==> config.mk <==
export PLATFORM = sky130hd
export DESIGN_NAME = ps2_direction_source
export DESIGN_NICKNAME = d
export VERILOG_FILES = /design/src/rtl/ps2_keys_pkg.sv /design/src/rtl/ps2_frame_rx.sv /design/src/rtl/ps2_direction_source.sv
export SDC_FILE = /design/constraint.sdc
export NUM_CORES = 1
export LEC_CHECK = 0
export BUFFER_PORTS_ARGS = -buffer_cell sky130_fd_sc_hd__buf_2
export CAP_MARGIN = 20
export CORE_MARGIN = 2
export CORE_UTILIZATION = 40
export CTS_CLUSTER_SIZE = 24
export DETAILED_ROUTE_END_ITERATION = 8
export GPL_TIMING_DRIVEN = 0
export PLACE_DENSITY_LB_ADDON = 0.1
export SYNTH_ARGS = -nofsm -noshare
export SYNTH_HDL_FRONTEND = slang
export SYNTH_SLANG_ARGS = --single-unit
==> constraint.sdc <==
create_clock -name CLOCK -period 4.6 [get_ports CLOCK]
set_input_delay 0 -clock CLOCK [delete_from_list [all_inputs] [get_ports CLOCK]]
set_output_delay 0 -clock CLOCK [all_outputs]
set_load 0.02 [all_outputs]
==> src/rtl/ps2_keys_pkg.sv <==
// Scan codes, direction bit indices, frame FSM encoding and code-to-direction
// mask helpers shared by the PS/2 direction source.
package ps2_keys_pkg;

  localparam logic [7:0] SC_PREFIX_E0 = 8'hE0;
  localparam logic [7:0] SC_BREAK_F0  = 8'hF0;

  localparam logic [7:0] SC_ARROW_UP    = 8'h75;
  localparam logic [7:0] SC_ARROW_DOWN  = 8'h72;
  localparam logic [7:0] SC_ARROW_LEFT  = 8'h6B;
  localparam logic [7:0] SC_ARROW_RIGHT = 8'h74;

  localparam logic [7:0] SC_KEY_W = 8'h1D;
  localparam logic [7:0] SC_KEY_S = 8'h1B;
  localparam logic [7:0] SC_KEY_A = 8'h1C;
  localparam logic [7:0] SC_KEY_D = 8'h23;

  localparam int unsigned DIR_UP    = 0;
  localparam int unsigned DIR_DOWN  = 1;
  localparam int unsigned DIR_LEFT  = 2;
  localparam int unsigned DIR_RIGHT = 3;

  typedef enum logic [1:0] {
    ST_IDLE   = 2'd0,
    ST_DATA   = 2'd1,
    ST_PARITY = 2'd2,
    ST_STOP   = 2'd3
  } rx_state_e;

  // One-hot direction for an E0-prefixed arrow code, zero when unmapped.
  function automatic logic [3:0] arrow_mask(input logic [7:0] code);
    logic [3:0] m;
    m = 4'b0000;
    case (code)
      SC_ARROW_UP:    m[DIR_UP]    = 1'b1;
      SC_ARROW_DOWN:  m[DIR_DOWN]  = 1'b1;
      SC_ARROW_LEFT:  m[DIR_LEFT]  = 1'b1;
      SC_ARROW_RIGHT: m[DIR_RIGHT] = 1'b1;
      default:        m = 4'b0000;
    endcase
    return m;
  endfunction

  function automatic logic [3:0] wasd_mask(input logic [7:0] code);
    logic [3:0] m;
    m = 4'b0000;
    case (code)
      SC_KEY_W: m[DIR_UP]    = 1'b1;
      SC_KEY_S: m[DIR_DOWN]  = 1'b1;
      SC_KEY_A: m[DIR_LEFT]  = 1'b1;
      SC_KEY_D: m[DIR_RIGHT] = 1'b1;
      default:  m = 4'b0000;
    endcase
    return m;
  endfunction

endpackage

==> src/rtl/ps2_frame_rx.sv <==
// PS/2 frame receiver: synchroniser, falling-edge detect, 11-bit frame FSM with
// odd-parity/stop checks and a mid-frame timeout. Emits one-cycle byte/error strobes.
module ps2_frame_rx
  import ps2_keys_pkg::*;
#(
  parameter int SYNC_STAGES    = 2,
  parameter int TIMEOUT_CYCLES = 100000,
  parameter int TIMEOUT_WIDTH  = 17
) (
  input  logic       clk_i,
  input  logic       rst_i,
  input  logic       ps2_clk_i,
  input  logic       ps2_data_i,
  output logic [7:0] byte_o,
  output logic       byte_valid_o,
  output logic       byte_error_o
);

  localparam logic [TIMEOUT_WIDTH-1:0] TMO_LAST = TIMEOUT_WIDTH'(TIMEOUT_CYCLES - 1);

  logic [SYNC_STAGES-1:0]   clk_sync_q, data_sync_q;
  logic                     clk_prev_q;
  rx_state_e                state_q, state_d;
  logic [7:0]               shift_q, shift_d, byte_q;
  logic [2:0]               cnt_q, cnt_d;
  logic                     par_ok_q, par_ok_d;
  logic [TIMEOUT_WIDTH-1:0] tmo_q, tmo_d;
  logic                     valid_q, error_q, valid_s, error_s;
  logic                     clk_s, data_s, fall_s, tmo_hit_s;

  assign clk_s     = clk_sync_q[SYNC_STAGES-1];
  assign data_s    = data_sync_q[SYNC_STAGES-1];
  assign fall_s    = clk_prev_q & ~clk_s;
  assign tmo_hit_s = (state_q != ST_IDLE) && !fall_s && (tmo_q == TMO_LAST);

  // Synchronisers reset to the idle-high line level so reset never fakes a fall.
  always_ff @(posedge clk_i) begin
    if (rst_i) begin
      clk_sync_q  <= '1;
      data_sync_q <= '1;
      clk_prev_q  <= 1'b1;
    end else begin
      clk_sync_q  <= {clk_sync_q[SYNC_STAGES-2:0], ps2_clk_i};
      data_sync_q <= {data_sync_q[SYNC_STAGES-2:0], ps2_data_i};
      clk_prev_q  <= clk_s;
    end
  end

  always_ff @(posedge clk_i) begin
    if (rst_i) begin
      state_q  <= ST_IDLE;
      shift_q  <= 8'h00;
      cnt_q    <= 3'd0;
      par_ok_q <= 1'b0;
      tmo_q    <= '0;
    end else begin
      state_q  <= state_d;
      shift_q  <= shift_d;
      cnt_q    <= cnt_d;
      par_ok_q <= par_ok_d;
      tmo_q    <= tmo_d;
    end
  end

  always_comb begin
    state_d  = state_q;
    shift_d  = shift_q;
    cnt_d    = cnt_q;
    par_ok_d = par_ok_q;
    tmo_d    = '0;
    if (state_q == ST_IDLE) begin
      tmo_d = '0;
    end else if (tmo_hit_s) begin
      state_d = ST_IDLE;
    end else if (!fall_s) begin
      tmo_d = tmo_q + {{(TIMEOUT_WIDTH-1){1'b0}}, 1'b1};
    end else begin
      tmo_d = '0;
    end
    case (state_q)
      ST_IDLE: begin
        if (fall_s && !data_s) begin
          state_d = ST_DATA;
          cnt_d   = 3'd0;
        end else begin
          state_d = ST_IDLE;
        end
      end
      ST_DATA: begin
        if (fall_s) begin
          shift_d = {data_s, shift_q[7:1]};
          cnt_d   = cnt_q + 3'd1;
          state_d = (cnt_q == 3'd7) ? ST_PARITY : ST_DATA;
        end else begin
          cnt_d = cnt_q;
        end
      end
      ST_PARITY: begin
        if (fall_s) begin
          par_ok_d = ^{data_s, shift_q};
          state_d  = ST_STOP;
        end else begin
          par_ok_d = par_ok_q;
        end
      end
      ST_STOP: begin
        if (fall_s) begin
          state_d = ST_IDLE;
        end else begin
          shift_d = shift_q;
        end
      end
      default: state_d = ST_IDLE;
    endcase
  end

  always_comb begin
    valid_s = 1'b0;
    error_s = 1'b0;
    if (state_q == ST_STOP && fall_s) begin
      valid_s = data_s & par_ok_q;
      error_s = ~(data_s & par_ok_q);
    end else begin
      error_s = tmo_hit_s;
    end
  end

  always_ff @(posedge clk_i) begin
    if (rst_i) begin
      valid_q <= 1'b0;
      error_q <= 1'b0;
      byte_q  <= 8'h00;
    end else begin
      valid_q <= valid_s;
      error_q <= error_s;
      byte_q  <= valid_s ? shift_q : byte_q;
    end
  end

  assign byte_o       = byte_q;
  assign byte_valid_o = valid_q;
  assign byte_error_o = error_q;

endmodule

==> src/rtl/ps2_direction_source.sv <==
// PS/2 keyboard to held-direction vector (drop-in for push buttons).
// Optional WASD_KEYS_EN macro adds W/S/A/D as aliases of the arrow keys.
module ps2_direction_source
  import ps2_keys_pkg::*;
#(
  parameter int SYNC_STAGES    = 2,
  parameter int TIMEOUT_CYCLES = 100000,
  parameter int TIMEOUT_WIDTH  = 17
) (
  input  logic       CLOCK,
  input  logic       RESET,
  input  logic       PS2_CLK,
  input  logic       PS2_DATA,
  output logic [3:0] PUSH_BUTTONS_OUT,
  output logic       KEY_EVENT,
  output logic       FRAME_ERROR
);

  logic [7:0] rx_byte_s;
  logic       byte_valid_s, byte_error_s;
  logic       e0_q, e0_d, f0_q, f0_d;
  logic [3:0] arrow_q, arrow_d, buttons_q, buttons_d;
  logic       key_event_q, frame_error_q;
`ifdef WASD_KEYS_EN
  logic [3:0] wasd_q, wasd_d;
`endif

  ps2_frame_rx #(
    .SYNC_STAGES   (SYNC_STAGES),
    .TIMEOUT_CYCLES(TIMEOUT_CYCLES),
    .TIMEOUT_WIDTH (TIMEOUT_WIDTH)
  ) u_rx (
    .clk_i       (CLOCK),
    .rst_i       (RESET),
    .ps2_clk_i   (PS2_CLK),
    .ps2_data_i  (PS2_DATA),
    .byte_o      (rx_byte_s),
    .byte_valid_o(byte_valid_s),
    .byte_error_o(byte_error_s)
  );

  // Prefix tracking and make/break decode; any non-prefix byte ends the sequence.
  always_comb begin
    e0_d    = e0_q;
    f0_d    = f0_q;
    arrow_d = arrow_q;
`ifdef WASD_KEYS_EN
    wasd_d  = wasd_q;
`endif
    if (byte_error_s) begin
      e0_d = 1'b0;
      f0_d = 1'b0;
    end else if (byte_valid_s) begin
      if (rx_byte_s == SC_PREFIX_E0) begin
        e0_d = 1'b1;
      end else if (rx_byte_s == SC_BREAK_F0) begin
        f0_d = 1'b1;
      end else begin
        if (e0_q) begin
          arrow_d = f0_q ? (arrow_q & ~arrow_mask(rx_byte_s))
                         : (arrow_q | arrow_mask(rx_byte_s));
        end else begin
`ifdef WASD_KEYS_EN
          wasd_d = f0_q ? (wasd_q & ~wasd_mask(rx_byte_s))
                        : (wasd_q | wasd_mask(rx_byte_s));
`else
          arrow_d = arrow_q;
`endif
        end
        e0_d = 1'b0;
        f0_d = 1'b0;
      end
    end else begin
      e0_d = e0_q;
      f0_d = f0_q;
    end
  end

`ifdef WASD_KEYS_EN
  assign buttons_d = arrow_d | wasd_d;
`else
  assign buttons_d = arrow_d;
`endif

  always_ff @(posedge CLOCK) begin
    if (RESET) begin
      e0_q          <= 1'b0;
      f0_q          <= 1'b0;
      arrow_q       <= 4'b0000;
      buttons_q     <= 4'b0000;
      key_event_q   <= 1'b0;
      frame_error_q <= 1'b0;
    end else begin
      e0_q          <= e0_d;
      f0_q          <= f0_d;
      arrow_q       <= arrow_d;
      buttons_q     <= buttons_d;
      key_event_q   <= (buttons_d != buttons_q);
      frame_error_q <= byte_error_s;
    end
  end

`ifdef WASD_KEYS_EN
  always_ff @(posedge CLOCK) begin
    if (RESET) begin
      wasd_q <= 4'b0000;
    end else begin
      wasd_q <= wasd_d;
    end
  end
`endif

  assign PUSH_BUTTONS_OUT = buttons_q;
  assign KEY_EVENT        = key_event_q;
  assign FRAME_ERROR      = frame_error_q;

endmodule
## Yosys cells after proc, flatten, opt, wreduce, memory -nomap -nowiden

Cells that the tools add are included.

| cells by class | value |
|---|---|
| add/sub/neg operators | 2 |
| eq/ne operators | 15 |
| muxes and demuxes | 45 |
| bitwise logic cells | 8 |
| reduce and logical (&&, ||, !) cells | 17 |

Operators with widths:

| kind | number |
|---|---|
| $eq A8 B7 Y1 const B | 4 |
| $mux W1 | 30 |
| $mux W4 | 6 |
| $add A17 B1 Y17 const B | 1 |
| $eq A17 B17 Y1 const B | 1 |
| $eq A8 B8 Y1 const B | 2 |
| $mux W2 | 5 |
| $reduce_xor A9 Y1 | 1 |
| $pmux W2 S4 | 1 |
| $reduce_and A2 Y1 | 4 |
| $mux W3 | 2 |
| $pmux W3 S2 | 1 |
| $and A4 B4 Y4 | 1 |
| $eq A2 B2 Y1 const B | 2 |
| $logic_and A1 B1 Y1 | 4 |
| $ne A2 B2 Y1 const B | 2 |
| $ne A4 B4 Y1 | 1 |
| $not A4 Y4 | 1 |
| $or A4 B4 Y4 | 1 |
| $reduce_bool A2 Y1 | 2 |
| $reduce_or A4 Y1 | 1 |
| $add A3 B1 Y3 const B | 1 |
| $eq A3 B3 Y1 const B | 1 |
| $not A1 Y1 | 3 |
| 7 further kinds | 9 |

| storage, ports and cells | value |
|---|---|
| flip-flop bits (word level) | 54 |
| output and inout bits | 6 |
| logic and storage cells | 103 |

## Longest topological paths before layout

| logic depth | value |
|---|---|
| depth after elaboration | 16 |
| gate-level depth with buffers | 7 |
| mapped depth without buffers | 6 |

## Cells and area by module

A second synthesis with hierarchy kept.

| unflattened totals | value |
|---|---|
| cell total of the unflattened synthesis | 267 |
| area, all modules | 2403.6 um^2 |

Modules (own cells, without submodules):

| module | times used | cells an instance | area each (um^2) |
|---|---|---|---|
| ps2_frame_rx | 1 | 214 | 1923.1 |
| ps2_direction_source | 1 | 53 | 480.5 |

## Worst setup path before layout

Ideal clock, no wire load.

| timing path | value |
|---|---|
| path kind | register to register |
| start point | register u_rx.tmo_q[0] |
| end point | register u_rx.tmo_q[10] |
| setup time | 117 ps |
| arrival time | 1412 ps |
| required time | 4483 ps |
| path slack | 3070 ps |
| cell stages (with the launch flop) | 8 |
| path buffers | 1 |
| clock period less this slack | 1530 ps |
| cell sequence | dfxtp_1 ha_1 and3_1 nand3_1 o21a_1 nand2_1 buf_2 nor2_1 |

| on the way | value |
|---|---|
| word-level cells in the longest chain between the ends | 3 |
| elaborated cells on any way between the ends | 4 |
| classes of those cells | add/sub (1); eq/ne (1); reduce/logical (2) |

Ends and longest elaborated chain:

| element | line | text |
|---|---|---|
| start: declaration | ps2_frame_rx.sv:27 | `logic [TIMEOUT_WIDTH-1:0] tmo_q, tmo_d;` |
| start signal: assignment | ps2_frame_rx.sv:61 | `tmo_q <= tmo_d;` |
| branches (longest 3 deep; another with $add A17 B1 Y17) | -- |  |

Several ways; the timed one is not identified.
A chain may end at the register's enable or synchronous reset.

## Worst setup path after layout

| timing path | value |
|---|---|
| start point | register u_rx.tmo_q[0] |
| end point | register u_rx.tmo_q[9] |

Same word-level chain as after synthesis.

==> results.toml <==
[clock_network]
cts_resized = 0
cts.path.max_buffers = 2
clkSinkCount = 54
root_buffer = "clkbuf_8"
clk_pin_slew_ns = 0.10
numCtsBuffers = 5
clock_latency_ns = 0.30
tritoncts = "done"
htreeDepth = 2
cts_hold_buffers = 3
post-cts-setup-buffers = 0

[critical_path]
r2r-end = "u_rx.tmo_q[9]"
path_cells = "ha_1 > and3_1 > nand3_1 > o21a_1 > nand2_1 > buf_2 > nor2_1"
worstPathArrival_ns = 2.00
reg2reg_depth = 7
cp-end-kind = "flop"
cp_slowest_cell = "dfxtp_1"
required_ns = 4.79
max_stage_delay_ns = 0.36
crit_type = "flop to flop"
cp_max_fo = 10
r2r_start = "u_rx.tmo_q[0]"
reg2reg_slack_ns = 2.79
cp-start-kind = "flop"

[hold_path]
hold_path_end = "u_rx.data_sync_q[1]"
min_from = "u_rx.data_sync_q[0]"
min_path_cells = 1
hold_class = "flop to flop"

[floorplan]
coreArea_sq_um = 5570
io_pins = 10
row_count = 27
die_h_um = 80.6
start_util_pct = 42.1
die_w_um = 80.6
dieArea_sq_um = 6490

[drt]
vias = 1769
drt_iter0_drc = 95
drtPass1Iterations = 4
drt-total-wl_um = 4460
drcViolationCount = 0
wl_per_cell_um = 12.6
ant_nets = 0
avgViaCountPerCell = 5.01

[placed_design]
place_hpwl_um = 3200
portBuffers = 9
routabilityCongestion = 0.702

[pwr]
cellLeakagePower_nw = 0.907
cellPowerDensity_nw_per_um2 = 306
ir_drop_v = 0.000122
finalPower_mw = 0.801

[sta]
layout_min_cycle_time_ns = 1.81
rsz0062_at_grt = "no"
fin_skew_ns = 0.0131
slew_headroom_pct = 61.0
max_freq_mhz = 552
period_share_pct = 39.4
slew_violations = 0
worst_slew_pin_slew_ns = 0.582
finalSetupTns_ns = 0
hold_viol = 0
setup-violations-final = 0

[synthesis]
async_flop_share_pct = 0
ys_ff_latch = 54
yosys_warnings = 0
synth_seq_area_share_pct = 46.1
synth_top_cell_area_share_pct = 46.1
syn-num-nets = 268
syn_area_sq_um = 2350
synth_flop_cell = "dfxtp_1"
synth_area_leaders = "dfxtp_1 46%, nor2_1 6.1%, mux2i_1 4.7%"
synth-edff-count = 0
synth_cell_types = 39
yosys.area.top_type = "dfxtp_1"
syn_inst = 261
syn_avg_cell_area_sq_um = 8.99

[layout]
areaGrowthSynthToFinish_pct = 11.7
antennaDiodeCount = 0
layout_commonest_cell = "dfxtp_1"
n_fill_cell = 540
drive_above_1_share_pct = 12.1
final_cell_mix = "54 x dfxtp_1, 38 x nor2_1, 29 x nand2_1, 20 x a21oi_1, 12 x buf_2"
finalNetCount = 287

[global_routing]
grt_pass1_wl_um = 7980
antenna_found_initial = 0
grtUsageTotal_pct = 15.6
grt_max_degree = 17
first_global_vias = 1752
overflow = 0

[flow_run]
maxCapViolCount = 0

[run_status]
status = "finished clean"
## per-stage QoR
stage | hold WS, ns | area (sq um) | worst slack [ns] | utilization [%] | instances
global placement | 0.182 | 2480 | 2.77 | 44.5 | 342
global route | 0.413 | 2620 | 2.59 | 47.0 | 353
floorplan | 0.104 | 2350 | 3.07 | - | 261
detailed placement | 0.188 | 2480 | 2.76 | 44.5 | 342
CTS | 0.391 | 2620 | 2.76 | 47.0 | 353
finish | 0.422 | 2620 | 2.79 | 47.0 | 353
## where the power goes
part | total, mW | switching [mW] | internal (mW)
clock | 0.312 | 0.151 | 0.160
combinational | 0.0190 | 0.0106 | 0.00836
sequential | 0.470 | 0.00130 | 0.469
total | 0.801 | 0.163 | 0.638
## layer usage
layer  share of wire (%)  wire length, um  vias up  track usage [%]
met2                  46             2050       13             26.0
met4                0.54               24        0             4.07
li1                    -                -      932                -
met5                   0                0        -                0
met3                 2.3              101        2             3.37
met1                  51             2290      822             20.4
## worst max-delay path: cells and delay by family (launching register included)
kind	cells	cell delay, ns
AO/OA/AOI/OAI	1	0.24
adder cells (fa/ha/maj)	1	0.23
buffers and inverters	1	0.27
flip-flops	1	0.36
AND/OR/NAND/NOR	4	0.60
## flip-flops by register name, indices dropped and copies added, names as in the netlist, 2 cells and up
register	cells
PUSH_BUTTONS_OUT	4
u_rx.clk_sync_q	2
u_rx.shift_q	8
u_rx.tmo_q	17
u_rx.byte_o	8
u_rx.state_q	2
u_rx.data_sync_q	2
u_rx.cnt_q	3
## how the worst max path moves through the flow
| stage | start | endpoint | slack (ns) | depth (start not counted) |
|---|---|---|---|---|
| floorplan | u_rx.tmo_q[0] | u_rx.tmo_q[10] | 3.07 | 7 |
| global placement | u_rx.tmo_q[0] | u_rx.tmo_q[13] | 2.77 | 7 |
| detailed placement | u_rx.tmo_q[0] | u_rx.tmo_q[11] | 2.76 | 7 |
| CTS | u_rx.tmo_q[0] | u_rx.tmo_q[9] | 2.76 | 7 |
| global route | u_rx.tmo_q[0] | u_rx.tmo_q[10] | 2.59 | 7 |
| finish | u_rx.tmo_q[0] | u_rx.tmo_q[9] | 2.79 | 7 |
## logic make-up after synthesis
family / after synthesis / synth area share, %
xor+xnor: 22 / 8.80
simple gates: 121 / 26.6
fa+ha+maj: 3 / 1.60
flops: 54 / 46.1
buf+inv: 15 / 3.20
compound gates: 35 / 9.01
mux: 11 / 4.69
## cells in the mapped netlist, drive strengths merged, types with 4 or more instances
cell    number
mux2i       11
nand2       29
buf          5
and3         6
xnor2       10
nor2        39
nand3       10
inv          5
nand4        4
a21oi       20
or2          6
nor2b        4
or3          5
nor3         5
dfxtp       54
clkbuf       5
xor2        11
## cell type report
class,count,area (sq um),share of cell area [%]
multi-input combinational,192,1190,45.4
sequential,54,1080,41.3
tap,72,90.1,3.44
timing repair buffer,12,75.1,2.87
clock buffer,5,68.8,2.63
buffer,10,56.3,2.15
clock inverter,3,40.0,1.53
inverter,5,18.8,0.716
No activity file was read; power rests on OpenSTA's default activity.
